===== src/rtl/nibble_bus_pkg.sv =====
// Shared types and constants for the 4-bit nibble memory bus.
// Used by the far-end responder and by the wrapper-side requester.
package nibble_bus_pkg;

  localparam int unsigned NibbleW    = 4;
  localparam int unsigned NumNibbles = 8;
  localparam int unsigned ReqAddrW   = 8;

  typedef enum logic [2:0] {
    IDLE,
    WCOLLECT,
    WCOMMIT,
    RREQ,
    RCAPT,
    RSEND,
    RCOMMIT
  } rsp_state_e;

  typedef struct packed {
    logic [ReqAddrW-1:0] addr;
    logic [NibbleW-1:0]  data;
    logic                write;
    logic                strb;
  } nibble_req_t;

  // A byte is written only when both of its nibbles were strobed.
  function automatic logic [3:0] strb_to_be(input logic [NumNibbles-1:0] strb);
    logic [3:0] be;
    for (int i = 0; i < 4; i++) begin
      be[i] = strb[2*i] & strb[2*i+1];
    end
    return be;
  endfunction

endpackage


===== src/rtl/nibble_tx_serializer.sv =====
// Loads a 32-bit word and streams it MSB nibble first with valid/ready/last,
// followed by a fixed-length commit beat that ignores ready.
module nibble_tx_serializer
  import nibble_bus_pkg::*;
#(
  parameter int unsigned CommitCycles = 1
) (
  input  logic                          clk,
  input  logic                          rst_n,
  input  logic                          load_i,
  input  logic [NibbleW*NumNibbles-1:0] load_data_i,
  output logic [NibbleW-1:0]            rsp_data_o,
  output logic                          rsp_valid_o,
  output logic                          rsp_last_o,
  input  logic                          rsp_ready_i,
  output logic                          last_hs_o,
  output logic                          done_o
);

  localparam int unsigned WordW      = NibbleW * NumNibbles;
  localparam logic [2:0]  LastCnt    = 3'(NumNibbles - 1);
  localparam logic [1:0]  LastCommit = 2'(CommitCycles - 1);

  logic [WordW-1:0] r_shift;
  logic [2:0]       r_cnt;
  logic [1:0]       r_ccnt;
  logic             r_send;
  logic             r_commit;
  logic             w_last_hs;
  logic             w_done;

  assign w_last_hs = r_send & rsp_ready_i & (r_cnt == LastCnt);
  assign w_done    = r_commit & (r_ccnt == LastCommit);

  always_ff @(posedge clk or negedge rst_n) begin
    if (!rst_n) begin
      r_shift  <= '0;
      r_cnt    <= '0;
      r_ccnt   <= '0;
      r_send   <= 1'b0;
      r_commit <= 1'b0;
    end else if (load_i) begin
      r_shift  <= load_data_i;
      r_cnt    <= '0;
      r_ccnt   <= '0;
      r_send   <= 1'b1;
      r_commit <= 1'b0;
    end else if (r_send && rsp_ready_i) begin
      r_shift <= {r_shift[WordW-NibbleW-1:0], {NibbleW{1'b0}}};
      if (r_cnt == LastCnt) begin
        r_send   <= 1'b0;
        r_commit <= 1'b1;
        r_ccnt   <= '0;
      end else begin
        r_cnt <= r_cnt + 3'd1;
      end
    end else if (r_commit) begin
      if (w_done) begin
        r_commit <= 1'b0;
      end else begin
        r_ccnt <= r_ccnt + 2'd1;
      end
    end
  end

  // The commit beat is a valid beat carrying zero data and no last.
  assign rsp_valid_o = r_send | r_commit;
  assign rsp_data_o  = r_send ? r_shift[WordW-1 -: NibbleW] : '0;
  assign rsp_last_o  = r_send & (r_cnt == LastCnt);
  assign last_hs_o   = w_last_hs;
  assign done_o      = w_done;

endmodule


===== src/rtl/nibble_mem_responder.sv =====
// Far-end responder: collects nibble writes into SRAM words and serves
// single-word reads back as a nibble stream. One transaction at a time.
module nibble_mem_responder
  import nibble_bus_pkg::*;
#(
  parameter int unsigned AddrWidth    = 8,
  parameter int unsigned DataWidth    = 32,
  parameter int unsigned CommitCycles = 1
) (
  input  logic                 clk,
  input  logic                 rst_n,
  input  logic [3:0]           req_data_i,
  input  logic [AddrWidth-1:0] req_addr_i,
  input  logic                 req_write_i,
  input  logic                 req_strb_i,
  input  logic                 req_valid_i,
  output logic                 req_ready_o,
  output logic [3:0]           rsp_data_o,
  output logic                 rsp_valid_o,
  output logic                 rsp_last_o,
  input  logic                 rsp_ready_i,
  output logic                 mem_req_o,
  output logic                 mem_we_o,
  output logic [AddrWidth-1:0] mem_addr_o,
  output logic [DataWidth-1:0] mem_wdata_o,
  output logic [3:0]           mem_be_o,
  input  logic [DataWidth-1:0] mem_rdata_i
);

  localparam logic [2:0] LastCnt = 3'(NumNibbles - 1);

  rsp_state_e             r_state, w_state_d;
  logic [AddrWidth-1:0]   r_addr, w_addr_d;
  logic [DataWidth-1:0]   r_wdata, w_wdata_d;
  logic [NumNibbles-1:0]  r_strb, w_strb_d;
  logic [2:0]             r_cnt, w_cnt_d;

  logic                   r_mem_we;
  logic [AddrWidth-1:0]   r_mem_addr;
  logic [DataWidth-1:0]   r_mem_wdata;
  logic [3:0]             r_mem_be;

  nibble_req_t            w_req;
  logic                   w_load;
  logic                   w_last_hs;
  logic                   w_done;

  assign w_req.addr  = ReqAddrW'(req_addr_i);
  assign w_req.data  = req_data_i;
  assign w_req.write = req_write_i;
  assign w_req.strb  = req_strb_i;

  always_comb begin
    w_state_d   = r_state;
    w_addr_d    = r_addr;
    w_wdata_d   = r_wdata;
    w_strb_d    = r_strb;
    w_cnt_d     = r_cnt;
    w_load      = 1'b0;
    req_ready_o = 1'b0;
    mem_req_o   = 1'b0;
    unique case (r_state)
      IDLE: begin
        req_ready_o = 1'b1;
        if (req_valid_i) begin
          w_addr_d = AddrWidth'(w_req.addr);
          if (w_req.write) begin
            w_wdata_d[NibbleW-1:0] = w_req.data;
            w_strb_d[0]            = w_req.strb;
            w_cnt_d                = 3'd1;
            w_state_d              = WCOLLECT;
          end else begin
            w_state_d = RREQ;
          end
        end
      end
      WCOLLECT: begin
        req_ready_o = 1'b1;
        if (req_valid_i) begin
          w_wdata_d[{r_cnt, 2'b00} +: NibbleW] = w_req.data;
          w_strb_d[r_cnt]                      = w_req.strb;
          if (r_cnt == LastCnt) begin
            w_state_d = WCOMMIT;
          end else begin
            w_cnt_d = r_cnt + 3'd1;
          end
        end
      end
      WCOMMIT: begin
        mem_req_o = 1'b1;
        w_state_d = IDLE;
      end
      RREQ: begin
        mem_req_o = 1'b1;
        w_state_d = RCAPT;
      end
      RCAPT: begin
        w_load    = 1'b1;
        w_state_d = RSEND;
      end
      RSEND: begin
        if (w_last_hs) w_state_d = RCOMMIT;
      end
      RCOMMIT: begin
        if (w_done) w_state_d = IDLE;
      end
      default: w_state_d = IDLE;
    endcase
  end

  always_ff @(posedge clk or negedge rst_n) begin
    if (!rst_n) begin
      r_state <= IDLE;
      r_addr  <= '0;
      r_wdata <= '0;
      r_strb  <= '0;
      r_cnt   <= '0;
    end else begin
      r_state <= w_state_d;
      r_addr  <= w_addr_d;
      r_wdata <= w_wdata_d;
      r_strb  <= w_strb_d;
      r_cnt   <= w_cnt_d;
    end
  end

  // SRAM-side outputs are loaded on entry to an access state so they hold between accesses.
  always_ff @(posedge clk or negedge rst_n) begin
    if (!rst_n) begin
      r_mem_we    <= 1'b0;
      r_mem_addr  <= '0;
      r_mem_wdata <= '0;
      r_mem_be    <= '0;
    end else if (r_state == WCOLLECT && w_state_d == WCOMMIT) begin
      r_mem_we    <= 1'b1;
      r_mem_addr  <= w_addr_d;
      r_mem_wdata <= w_wdata_d;
      r_mem_be    <= strb_to_be(w_strb_d);
    end else if (r_state == IDLE && w_state_d == RREQ) begin
      r_mem_we   <= 1'b0;
      r_mem_addr <= w_addr_d;
    end
  end

  assign mem_we_o    = r_mem_we;
  assign mem_addr_o  = r_mem_addr;
  assign mem_wdata_o = r_mem_wdata;
  assign mem_be_o    = r_mem_be;

  nibble_tx_serializer #(
    .CommitCycles (CommitCycles)
  ) u_tx (
    .clk         (clk),
    .rst_n       (rst_n),
    .load_i      (w_load),
    .load_data_i (mem_rdata_i),
    .rsp_data_o  (rsp_data_o),
    .rsp_valid_o (rsp_valid_o),
    .rsp_last_o  (rsp_last_o),
    .rsp_ready_i (rsp_ready_i),
    .last_hs_o   (w_last_hs),
    .done_o      (w_done)
  );

endmodule


===== config.mk =====
export PLATFORM = sky130hd
export DESIGN_NAME = nibble_mem_responder
export DESIGN_NICKNAME = d
export VERILOG_FILES = /design/src/rtl/nibble_bus_pkg.sv /design/src/rtl/nibble_tx_serializer.sv /design/src/rtl/nibble_mem_responder.sv
export SDC_FILE = /design/constraint.sdc
export NUM_CORES = 1
export LEC_CHECK = 0
export ABC_CLOCK_PERIOD_IN_PS = 7550
export BUFFER_PORTS_ARGS = -buffer_cell sky130_fd_sc_hd__buf_2
export CAP_MARGIN = 20
export CORE_MARGIN = 2
export CORE_UTILIZATION = 35
export DETAILED_ROUTE_END_ITERATION = 7
export PLACE_DENSITY = 0.65
export SLEW_MARGIN = 20
export SYNTH_ARGS = -nofsm -noshare
export SYNTH_HDL_FRONTEND = slang
export SYNTH_SLANG_ARGS = --single-unit

===== constraint.sdc =====
create_clock -name clk -period 7.55 [get_ports clk]
set_input_delay 0.755 -clock clk [delete_from_list [all_inputs] [get_ports clk]]
set_output_delay 0.755 -clock clk [all_outputs]
set_load 0.05 [all_outputs]

Word-level counts from Yosys, hierarchy flattened
Index checks and enable logic that the tools add are counted.

word-level totals
  bits in registers = 138
  input bits = 50
  output and inout port bits = 53
  logic and storage cells = 119

operators by class
  add/subtract/negate cells = 4
  order comparisons = 2
  equal/unequal tests = 17
  shift operators = 2
  mux-type cells = 54
  bitwise gates (word level) = 9
  reduce and logical (&&, ||, !) cells = 17

operator list
  operator                count
  $mux 32                 3
  $mux 8                  5
  $mux 3                  12
  $bwmux 32               1
  $shift 4x7->32 const A  1
  $shiftx 4x7->32         1
  $mux 28                 1
  $pmux 3 s6              1
  $mux 1                  16
  $eq 3x3->1 const B      5
  $eq 3x2->1 const B      4
  $mux 2                  6
  $mux 4                  3
  $and 1x1->1             8
  $bwmux 8                1
  $ne 2x2->1 const B      4
  $pmux 4 s2              1
  $reduce_bool 2->1       4
  $mux 7                  1
  $neg 5->7               1
  $add 3x1->3 const B     2
  $pmux 3 s2              1
  $reduce_and 5->1        1
  $logic_and 1x1->1       4
  other kinds (16)        18

Depth between registers and ports, before layout
Gate-level depths: netlist of the first run.

  depth in word-level cells = 8
  gate-level depth with buffers = 8

Cells and area by module
Synthesis of the first run repeated with hierarchy kept, for this count alone.

second synthesis, totals
  cells, all modules = 477
  area total of the unflattened synthesis = 5,978.2 um^2

modules (own cells, without submodules)
  module                instances  cells an instance  area each (um^2)  seq. area each (um^2)
  nibble_mem_responder  1          297                4,106.4           2,477.4
  nibble_tx_serializer  1          180                1,871.8           975.9

Worst setup path after synthesis of the first run
Ideal clock, no wire load.

  path kind = flip-flop to flip-flop
  start = register r_cnt[0]
  end = register r_mem_wdata[0], in the netlist mem_wdata_o[0]
  library setup time = 125 ps
  arrival time = 2,632 ps
  required time = 7,425 ps
  setup slack = 4,793 ps
  stages on the path, launching flop included = 8
  path buffers = 0
  period minus slack after synthesis = 2,757 ps
  cell sequence = dfrtp_1 -> clkinv_1 -> ha_1 -> ha_1 -> or4b_2 -> a221oi_4 -> mux2_2 -> mux2_2

on the way
  elaborated cells between the ends (all ways) = 12
  those cells by class = add/sub (1); eq/ne (2); shift (2); mux (6); reduce/logical (1)

RTL lines
  item                                                      line                         source
  start, declared                                           nibble_mem_responder.sv:36   logic [2:0] r_cnt, w_cnt_d;
  start signal, assigned                                    nibble_mem_responder.sv:123  r_cnt <= w_cnt_d;
  $neg 5->7 (*)                                             nibble_mem_responder.sv:80   w_wdata_d[{r_cnt, 2'b00} +: NibbleW] = w_req.data;
  $shiftx 4x7->32 / $shift 4x7->32 (equally long branches)  nibble_mem_responder.sv:80
  $bwmux 32 (*)                                             nibble_mem_responder.sv:80
  $mux 32 (*)                                               nibble_mem_responder.sv:79   if (req_valid_i) begin
  $pmux 4 s2 (*)                                            nibble_mem_responder.sv:62   unique case (r_state)
  net w_wdata_d[0]                                          nibble_mem_responder.sv:34   logic [DataWidth-1:0] r_wdata, w_wdata_d;
  end signal, assigned                                      nibble_mem_responder.sv:137  r_mem_wdata <= w_wdata_d;
  end, declared                                             nibble_mem_responder.sv:40   logic [DataWidth-1:0] r_mem_wdata;

The timed path passes the listed nets; every way through them passes the cells marked *.
A chain may end at the register's enable or synchronous reset.

Worst setup path in the final report of the first run
Ends and elaborated chain as after synthesis.

==> out/metrics.cfg, run 1 <==
[drt]
drt_iter0_drc = 149
dr.pass1.iters = 4
vias = 3896
vias_per_cell = 4.85
drc = 0
wl_per_cell_microns = 15.5
wl_mm = 12.5
antenna_left = 0

[cts]
path_clk_slew_ps = 60
cts-root-buf = clkbuf_16
hold_buffers = 0
clock-sinks = 138
postCtsResizedCells = 0
cts_setup_buffers = 0
tritoncts = done
h-tree-depth = 4
clk_latency_ps = 410
cts_buffer_depth = 2
cts_made_buffers = 17

[timing]
clock_skew_ps = 5.96
grt_setup_unrepaired = false
drv_slew = 0
period_share_pct = 43.7
hold_violations = 0
fmax_ghz = 0.303
relSlewSlack_pct = 31.3
max_slew.worst_pin.slew_ps = 1030
setup_tns_ps = 0
min_period_ps = 3300
setup_viol = 0

[synth]
ys_seq_area_share_pct = 58.6
synth_nets = 530
synth_cell_type_count = 42
ys_warn_count = 0
syn_area_per_cell_sq_um = 12.5
synth_edf_count = 0
ys_seq_elements = 138
synth_flop_cell = dfrtp_1
syn_area_sq_um = 5890
synthArstFlopShare_pct = 100
syn_inst = 473

[flow_run]
drv_cap = 0

[pwr]
power_density_nw_per_um2 = 436
vdd_drop_max_uv = 275
leakage_nw = 3.59

[grt]
antenna_found_initial = 0
grt.total_usage_pct = 15.1
grt_start_max_net_pins = 75
grt_pass1_vias = 4246
grt_pass1_wl_mm = 21.2
overflow = 0

[placed_design]
dp.cells = 772
io_buffers = 102
place.gp.congestion = 0.826
postPlaceCellArea_sq_um = 6600
hpwl_mm = 8.44

[critical_path]
critPathCaptureType = flop
start_kind = flop
worstSetupPathType = reg -> reg
cp.arrival_ps = 3600
cp.required_ps = 7850
worstPathMaxFanout = 12

[layout]
seqCellArea_sq_um = 3450
nets = 628
n_antenna_cell = 0
drive_gt1_share_pct = 39.4
multi_input_area_sq_um = 2290
nFillCells = 1558
final_cells = 804
fin_util_pct = 43.7
areaGrowthSynthToFinish_pct = 22.6
design_area_sq_um = 7220

[floorplanning]
fp.dieH_microns = 134
ioPinCount = 103
dieArea_sq_um = 17900
rows = 47
coreArea_sq_um = 16500
die_x_microns = 134
start_util_pct = 35.6

[outcome]
status = finished, final reports clean

[worst_hold_path]
min_path_type = in -> async

power breakdown:
group          switching (mW)  leakage (nW)  internal, mW
clock network           0.317         0.308         0.540
registers               0.162          1.77          1.03
logic                   0.702          1.51         0.395
total                    1.18          3.59          1.97
Yosys cell counts, types with 6 or more instances:
| cell | count | area share [%] |
|---|---|---|
| a21oi_1 | 18 | 1.5 |
| and2_1 | 11 | 1.2 |
| buf_2 | 10 | 0.85 |
| clkbuf_1 | 13 | 0.83 |
| dfrtp_1 | 138 | 59 |
| ha_1 | 7 | 1.5 |
| inv_1 | 13 | 0.83 |
| mux2_2 | 77 | 15 |
| mux2i_1 | 28 | 4.8 |
| nand2_1 | 48 | 3.1 |
| nand3_1 | 6 | 0.51 |
| nor2_1 | 6 | 0.38 |
| nor4_1 | 7 | 0.74 |
| o21ai_0 | 40 | 3.4 |
| o22ai_1 | 8 | 0.85 |
worst max-delay path, stage by stage (launching register included):
cell	delay, ps
dfrtp_1	550
clkinv_1	330
ha_1	300
ha_1	330
or4b_2	660
a221oi_4	350
mux2_2	390
mux2_2	270
cell usage in the layout (no fill, tap or decap), drive strengths merged:
master / netlist / final
dfrtp: 138 / 138
buf: 13 / 105
mux2: 81 / 81
nand2: 48 / 48
o21ai: 40 / 40
mux2i: 28 / 28
clkbuf: 13 / 19
a21oi: 18 / 18
inv: 13 / 17
and2: 11 / 11
o22ai: 8 / 8
nor4: 7 / 7
ha: 7 / 7
clkinv: 1 / 7
nor2: 6 / 6
nand3: 6 / 6
nand2b: 4 / 4
a31o: 4 / 4
nor3: 4 / 4
bufinv: 0 / 3
nor2b: 2 / 2
or4: 2 / 2
nand4: 2 / 2
or4b: 2 / 2
or3b: 1 / 1
a221oi: 1 / 1
nor3b: 1 / 1
and4bb: 1 / 1
nor4b: 1 / 1
and2b: 1 / 1
a211oi: 1 / 1
nand4b: 1 / 1
nand4bb: 1 / 1
o21bai: 1 / 1
or2: 1 / 1
and3: 1 / 1
a211o: 1 / 1
a21o: 1 / 1
xnor2: 1 / 1
path summary, 6_finish.rpt:
path,startpoint,slack [ps],cells after the start,end
max,r_cnt[0],4250,7,mem_wdata_o[0]
min,rst_n,330,1,mem_wdata_o[4]
max reg2reg,r_cnt[0],4250,7,mem_wdata_o[0]
min reg2reg,r_wdata[27],490,1,r_wdata[27]
max in group asynchronous,rst_n,5860,2,r_addr[4]
min in group clk,r_wdata[27],490,1,r_wdata[27]
layer usage:
metal  part of all wire (%)  GRT usage, %
met3                    6.2          5.71
met2                     48          25.0
met5                      0             0
met1                     44          18.3
met4                    1.5          4.73
area by class of cell:
class,instances,area share [%]
Tap cell,220,3.81
Multi-Input combinational cell,295,31.7
Sequential cell,138,47.8
Clock inverter,13,2.25
Clock buffer,19,6.27
Inverter,14,0.728
Timing Repair Buffer,105,7.47
logic make-up (layout without fill, tap and decap cells):
kind of cell	after synthesis	in the layout	share of synthesized area [%]
and+or+nand+nor	103	103	9.07
adders and majority gates	7	7	1.49
DFF	138	138	58.6
xor gates and xnor gates	1	1	0.149
buffers and inverters	40	151	2.83
muxes	109	109	20.5
AOI/OAI and AO/OA	75	75	7.35
flip-flops by register name, summed over array words and instances (netlist names):
register       flops
r_wdata           32
r_state            3
u_tx.r_ccnt        2
mem_wdata_o       32
u_tx.r_cnt         3
u_tx.r_commit      1
mem_addr_o         8
r_strb             8
r_addr             8
u_tx.r_send        1
mem_be_o           4
r_cnt              3
mem_we_o           1
u_tx.r_shift      32
stage by stage:
stage	setup WS [ps]	hold slack, ps	power, mW
after global routing	4100	350	3.35
after CTS	4280	334	3.19
after floorplan	4790	459	2.03
after detailed placement	4280	481	2.31
after global placement	4460	461	2.26
final	4250	331	3.15
(Power assumes the default switching activity.)
==> run 2, diff against run 1 <==
--- a/config.mk
+++ b/config.mk
@@ -5,7 +5,7 @@
 export SDC_FILE = /design/constraint.sdc
 export NUM_CORES = 1
 export LEC_CHECK = 0
-export ABC_CLOCK_PERIOD_IN_PS = 7550
+export ABC_CLOCK_PERIOD_IN_PS = 3450
 export BUFFER_PORTS_ARGS = -buffer_cell sky130_fd_sc_hd__buf_2
 export CAP_MARGIN = 20
 export CORE_MARGIN = 2
==> constraint.sdc (replaced) <==
create_clock -name clk -period 3.45 [get_ports clk]
set_input_delay 0.345 -clock clk [delete_from_list [all_inputs] [get_ports clk]]
set_output_delay 0.345 -clock clk [all_outputs]
set_load 0.05 [all_outputs]
==> run 2 against run 1 <==
  * The flow now finishes with violations (negative hold slack)
  * Via count up 1.4%
  * Register-to-register slack lost 3800 ps
  * Global-route usage down 0.50 points
  * Critical path depth did not move
  * Clock skew about the same
  * Non-clock buffer count up 8
  * Flip-flop and latch count did not move
  * Largest power group unchanged
  * Worst setup slack worse by 3800 ps
  * Count of clock-buffer cells in the layout fell by 1
  * Die area stayed put
==> out/metrics.cfg, run 2 (same netlist as run 1, synthesis figures left out) <==
[outcome]
status = complete, but fails checks  ; was finished, final reports clean
violations = negative hold slack

[drt]
drt_iter0_drc = 121  ; was 149
antenna_left = 0  ; unchanged
dr.pass1.iters = 4  ; unchanged
vias = 3951  ; was 3896
wl_mm = 12.4  ; was 12.5 mm
drc = 0  ; unchanged
vias_per_cell = 4.87  ; was 4.85
wl_per_cell_microns = 15.3  ; was 15.5 microns

[placed_design]
io_buffers = 102  ; unchanged
dp_slack_ps = 434  ; was 4280 ps
place.gp.congestion = 0.849  ; was 0.826
dp.cells = 780  ; was 772
hpwl_mm = 8.65  ; was 8.44 mm

[pwr]
vdd_drop_max_uv = 485  ; was 275 uV
p_seq_share_pct = 37.9  ; was 38.0%
p_sw_mw = 2.66  ; was 1.18 mW
p_sw_share_pct = 38.9  ; was 37.5%
combinationalPowerShare_pct = 36.1  ; was 34.8%
p_int_mw = 4.18  ; was 1.97 mW
power_density_nw_per_um2 = 942  ; was 436 nW/um^2
leakage_nw = 3.60  ; was 3.59 nW
p_clk_share_pct = 26.0  ; was 27.2%

[cts]
clk_latency_ps = 410  ; about the same
cts_buffer_depth = 2  ; unchanged
postCtsResizedCells = 0  ; unchanged
h-tree-depth = 4  ; unchanged
cts-root-buf = clkbuf_16  ; unchanged
clock-sinks = 138  ; unchanged
tritoncts = done  ; unchanged
cts_made_buffers = 17  ; unchanged
path_clk_slew_ps = 70  ; was 60 ps
hold_buffers = 0  ; unchanged
cts_setup_buffers = 0  ; unchanged

[grt]
grt_pass1_vias = 4206  ; was 4246
grt.total_usage_pct = 14.6  ; was 15.1%
grt_pass1_wl_mm = 20.6  ; was 21.2 mm
overflow = 0  ; unchanged
grt_start_max_net_pins = 91  ; was 75
antenna_found_initial = 0  ; unchanged

[timing]
fin_ws_ps = 415  ; was 4250 ps
period_share_pct = 88.0  ; was 43.7%
setup_viol = 0  ; unchanged
grt_setup_unrepaired = false  ; unchanged
hold_violations = 2  ; was 0
fmax_ghz = 0.330  ; was 0.303 GHz
max_slew.worst_pin.slew_ps = 790  ; was 1030 ps
drv_slew = 0  ; unchanged
hold_ws_ps = -2.48  ; was 331 ps
setup_tns_ps = 0  ; unchanged
min_period_ps = 3030  ; was 3300 ps
clock_skew_ps = 6.11  ; was 5.96 ps
relSlewSlack_pct = 47.4  ; was 31.3%

[layout]
areaGrowthSynthToFinish_pct = 23.3  ; was 22.6%
nets = 636  ; was 628
fin_util_pct = 44.0  ; was 43.7%
final_cells = 812  ; was 804
n_antenna_cell = 0  ; unchanged
layout_common_cells = dfrtp_1, buf_2, mux2_2  ; unchanged
final_common_cell = dfrtp_1  ; unchanged
drive_gt1_share_pct = 40.0  ; was 39.4%

[floorplanning]
die_x_microns = 134  ; unchanged
fp.dieH_microns = 134  ; unchanged
ioPinCount = 103  ; unchanged
rows = 47  ; unchanged
dieArea_sq_um = 17900  ; unchanged
coreArea_sq_um = 16500  ; unchanged
start_util_pct = 35.6  ; unchanged

[worst_hold_path]
min_path_type = in -> async  ; unchanged

[critical_path]
critPathCaptureType = flop  ; unchanged
cp.arrival_ps = 3330  ; was 3600 ps
reg2reg_depth = 7  ; unchanged
worstSetupPathType = reg -> reg  ; unchanged
worst-r2r-setup-slack_ps = 420  ; was 4250 ps
worstPathMaxFanout = 12  ; unchanged
reg2reg_from = r_cnt[0]  ; unchanged
reg2reg_to = mem_wdata_o[3]  ; was mem_wdata_o[0]
cp.required_ps = 3740  ; was 7850 ps
start_kind = flop  ; unchanged

[flow_run]
drv_cap = 0  ; unchanged

==> run 2: cell count changes in the layout (fill, tap and decap cells not counted) <==
cell and delta:
inv_8 +4, clkinvlp_4 +2, buf_4 +6, bufinv_16 -2, inv_6 +1, clkinv_2 -4, clkbuf_8 -2, nor4b_2 +1
buf_12 +2, clkbuf_1 +1, nor4b_4 -1
==> run 2: power groups by stage <==
stage	logic (mW)	registers, mW	clock network, mW
4_1_cts	2.49	2.60	1.83
3_5_place_dp	2.49	2.62	0
5_1_grt	2.67	2.67	1.89
3_3_place_gp	2.40	2.58	0
2_1_floorplan	1.28	3.17	0
6_report	2.47	2.59	1.77
==> run 2: how the worst max path moves through the flow <==
stage / to / cells after the start / from / slack [ps]
final: mem_wdata_o[3] / 7 / r_cnt[0] / 420
after global placement: mem_wdata_o[3] / 7 / r_cnt[0] / 520
after CTS: mem_wdata_o[3] / 7 / r_cnt[0] / 430
after floorplan: mem_wdata_o[0] / 7 / r_cnt[0] / 690
after global routing: mem_wdata_o[1] / 7 / r_cnt[0] / 330
after detailed placement: mem_wdata_o[3] / 7 / r_cnt[0] / 430
==> run 2: worst max-delay path: stages (launching register included) <==
cell      delay (ps)
dfrtp_1          560
clkinv_1         150
ha_1             220
ha_1             330
or4b_2           660
a221oi_4         330
mux2_2           390
mux2_2           270
==> run 2: cell type report <==
class / count / area [sq um]
repair buffers: 113 / 624
inverters: 14 / 52.6
clock inverters: 14 / 151
fillers: 1514 / 9260
flip-flops and latches: 138 / 3450
clock buffers: 18 / 429
well taps: 220 / 275
multi-input cells: 295 / 2280
==> run 2: routing by layer <==
metal / vias to the layer above / wire length, microns / share of wire (%) / GRT usage [%]
met2: 90 / 6110 / 49 / 24.0
met5: - / 0 / 0 / 0
met3: 11 / 603 / 4.9 / 4.79
met1: 1966 / 5510 / 44 / 17.9
met4: 0 / 171 / 1.4 / 5.38
li1: 1884 / - / - / -
==> run 2: metrics by stage <==
| stage | total power [mW] | area, sq um |
|---|---|---|
| finish | 6.84 | 7260 |
| global route | 7.23 | 7260 |
| CTS | 6.91 | 7260 |
| detailed placement | 5.11 | 6680 |
| global placement | 4.98 | 6680 |
| floorplan | 4.45 | 5890 |
==> run 3, diff against run 2 <==
--- a/config.mk
+++ b/config.mk
@@ -12,6 +12,7 @@
 export CORE_UTILIZATION = 35
 export DETAILED_ROUTE_END_ITERATION = 7
 export PLACE_DENSITY = 0.65
+export REMOVE_ABC_BUFFERS = 1
 export SLEW_MARGIN = 20
 export SYNTH_ARGS = -nofsm -noshare
 export SYNTH_HDL_FRONTEND = slang
==> run 3 against run 2 <==
  * The run now ends clean
  * Cell count shrank 0.12%
  * Power shrank 0.11%
  * Critical path depth is the same
  * Utilization shrank 0.14 points
  * First-iteration DRC count grew 45%
  * Flip-flop and latch count is the same
  * Combinational power shrank 2%
  * Maximum frequency shrank 0.45%
  * Final area shrank 0.31%
==> out/metrics.cfg, run 3 (same netlist as run 1, synthesis figures left out) <==
[timing]
setup_tns_ps = 0  ; unchanged
hold_violations = 0  ; was 2
clock_skew_ps = 4.05  ; was 6.11 ps
grt_setup_unrepaired = false  ; unchanged
relSlewSlack_pct = 38.0  ; was 47.4%
min_period_ps = 3050  ; was 3030 ps
period_share_pct = 88.4  ; was 88.0%
fmax_ghz = 0.328  ; was 0.330 GHz
fin_ws_ps = 401  ; was 415 ps
max_slew.worst_pin.slew_ps = 931  ; was 790 ps
drv_slew = 0  ; unchanged
setup_viol = 0  ; unchanged

[placed_design]
io_buffers = 102  ; unchanged
dp_slack_ps = 438  ; was 434 ps
place.gp.congestion = 0.778  ; was 0.849
postPlaceCellArea_sq_um = 6660  ; was 6680 sq um
hpwl_mm = 8.26  ; was 8.65 mm

[cts]
clock-sinks = 138  ; unchanged
cts_setup_buffers = 0  ; unchanged
hold_buffers = 0  ; unchanged
cts_buffer_depth = 2  ; unchanged
h-tree-depth = 4  ; unchanged
clk_latency_ps = 420  ; was 410 ps
postCtsResizedCells = 0  ; unchanged
tritoncts = done  ; unchanged
cts_made_buffers = 17  ; unchanged
cts-root-buf = clkbuf_16  ; unchanged
path_clk_slew_ps = 60  ; was 70 ps

[drt]
wl_per_cell_microns = 15.1  ; was 15.3 microns
vias_per_cell = 4.85  ; was 4.87
antenna_left = 0  ; unchanged
dr.pass1.iters = 4  ; unchanged
wl_mm = 12.3  ; was 12.4 mm
vias = 3933  ; was 3951
drc = 0  ; unchanged
drt_iter0_drc = 176  ; was 121

[critical_path]
path_buf_inv = 1  ; unchanged
cpLargestDelayFamily = simple AND/OR/NAND/NOR gates  ; unchanged
reg2reg_to = mem_wdata_o[0]  ; was mem_wdata_o[3]
cp.arrival_ps = 3350  ; was 3330 ps
worstPathMaxFanout = 12  ; unchanged
reg2reg_depth = 7  ; unchanged
critPathCaptureType = flop  ; unchanged
cp.required_ps = 3750  ; was 3740 ps
start_kind = flop  ; unchanged
slowest_delay_ps = 660  ; about the same
worst-r2r-setup-slack_ps = 400  ; was 420 ps
cpMaxStageDelayCell = or4b_2  ; unchanged
reg2reg_from = r_cnt[0]  ; unchanged
worstSetupPathType = reg -> reg  ; unchanged
crit_chain = clkinv_1, ha_1, ha_1, or4b_2, a221oi_4, mux2_2, mux2_2  ; unchanged

[floorplanning]
fp.dieH_microns = 134  ; unchanged
die_x_microns = 134  ; unchanged
start_util_pct = 35.6  ; unchanged
ioPinCount = 103  ; unchanged
coreArea_sq_um = 16500  ; unchanged
dieArea_sq_um = 17900  ; unchanged
rows = 47  ; unchanged

[layout]
drive_gt1_share_pct = 39.9  ; was 40.0%
areaGrowthSynthToFinish_pct = 22.9  ; was 23.3%
nets = 636  ; unchanged
layout_common_cells = dfrtp_1, buf_2, mux2_2  ; unchanged
final_common_cell = dfrtp_1  ; unchanged
design_area_sq_um = 7240  ; was 7260 sq um
fin_util_pct = 43.8  ; was 44.0%
n_antenna_cell = 0  ; unchanged

[grt]
overflow = 0  ; unchanged
grt_start_max_net_pins = 117  ; was 91
grt_pass1_wl_mm = 20.7  ; was 20.6 mm
grt_pass1_vias = 4114  ; was 4206
antenna_found_initial = 0  ; unchanged
grt.total_usage_pct = 14.8  ; was 14.6%

[pwr]
vdd_drop_max_uv = 463  ; was 485 uV
power_density_nw_per_um2 = 943  ; was 942 nW/um^2
leakage_nw = 3.60  ; about the same

[flow_run]
drv_cap = 0  ; unchanged

[worst_hold_path]
min_path_type = in -> async  ; unchanged

[outcome]
status = finished, final reports clean  ; was complete, but fails checks

==> run 3: cell types whose count changed in the layout (fill, tap and decap cells not counted), sizes merged <==
cell    change
inv         -4
clkbuf      +2
buf         -1
bufinv      +1
clkinv      +1
==> run 3: final cells by class <==
class	instances	area (sq um)
tap	220	275
clock inverter	12	138
multi-input combinational	295	2280
timing repair buffer	113	602
fill	1562	9280
sequential	138	3450
inverter	14	52.6
clock buffer	19	443
==> run 3: routing by layer <==
metal  GRT usage, %  vias to the layer above  routed length (microns)
met5              0                        -                        0
met4           5.56                        0                      140
met3           4.41                       11                      546
met2           24.1                       93                     6160
met1           18.5                     1945                     5420
li1               -                     1884                        -
==> run 3: how the worst max path moves through the flow <==
stage                            endpoint  slack (ps)  startpoint  depth (start not counted)
after floorplan           u_tx.r_shift[0]        -880  r_state[0]                          2
after global placement     mem_wdata_o[0]         520    r_cnt[0]                          7
after detailed placement   mem_wdata_o[0]         440    r_cnt[0]                          7
after CTS                  mem_wdata_o[0]         410    r_cnt[0]                          7
after global routing       mem_wdata_o[0]         300    r_cnt[0]                          7
final                      mem_wdata_o[0]         400    r_cnt[0]                          7
==> run 3: metrics by stage <==
step	power, mW	cells	hold WS [ps]
after floorplan	4.43	447	49.4
after global placement	4.97	780	458
after detailed placement	5.09	780	483
after CTS	6.93	811	96.5
after global routing	7.26	811	107
final	6.83	811	52.2
==> run 3: power breakdown <==
| part | internal [mW] | total [mW] | switching, mW | leakage [nW] |
|---|---|---|---|---|
| clock network | 1.09 | 1.79 | 0.706 | 0.281 |
| registers | 2.26 | 2.61 | 0.342 | 1.77 |
| logic | 0.881 | 2.43 | 1.55 | 1.55 |
| total | 4.23 | 6.83 | 2.60 | 3.60 |
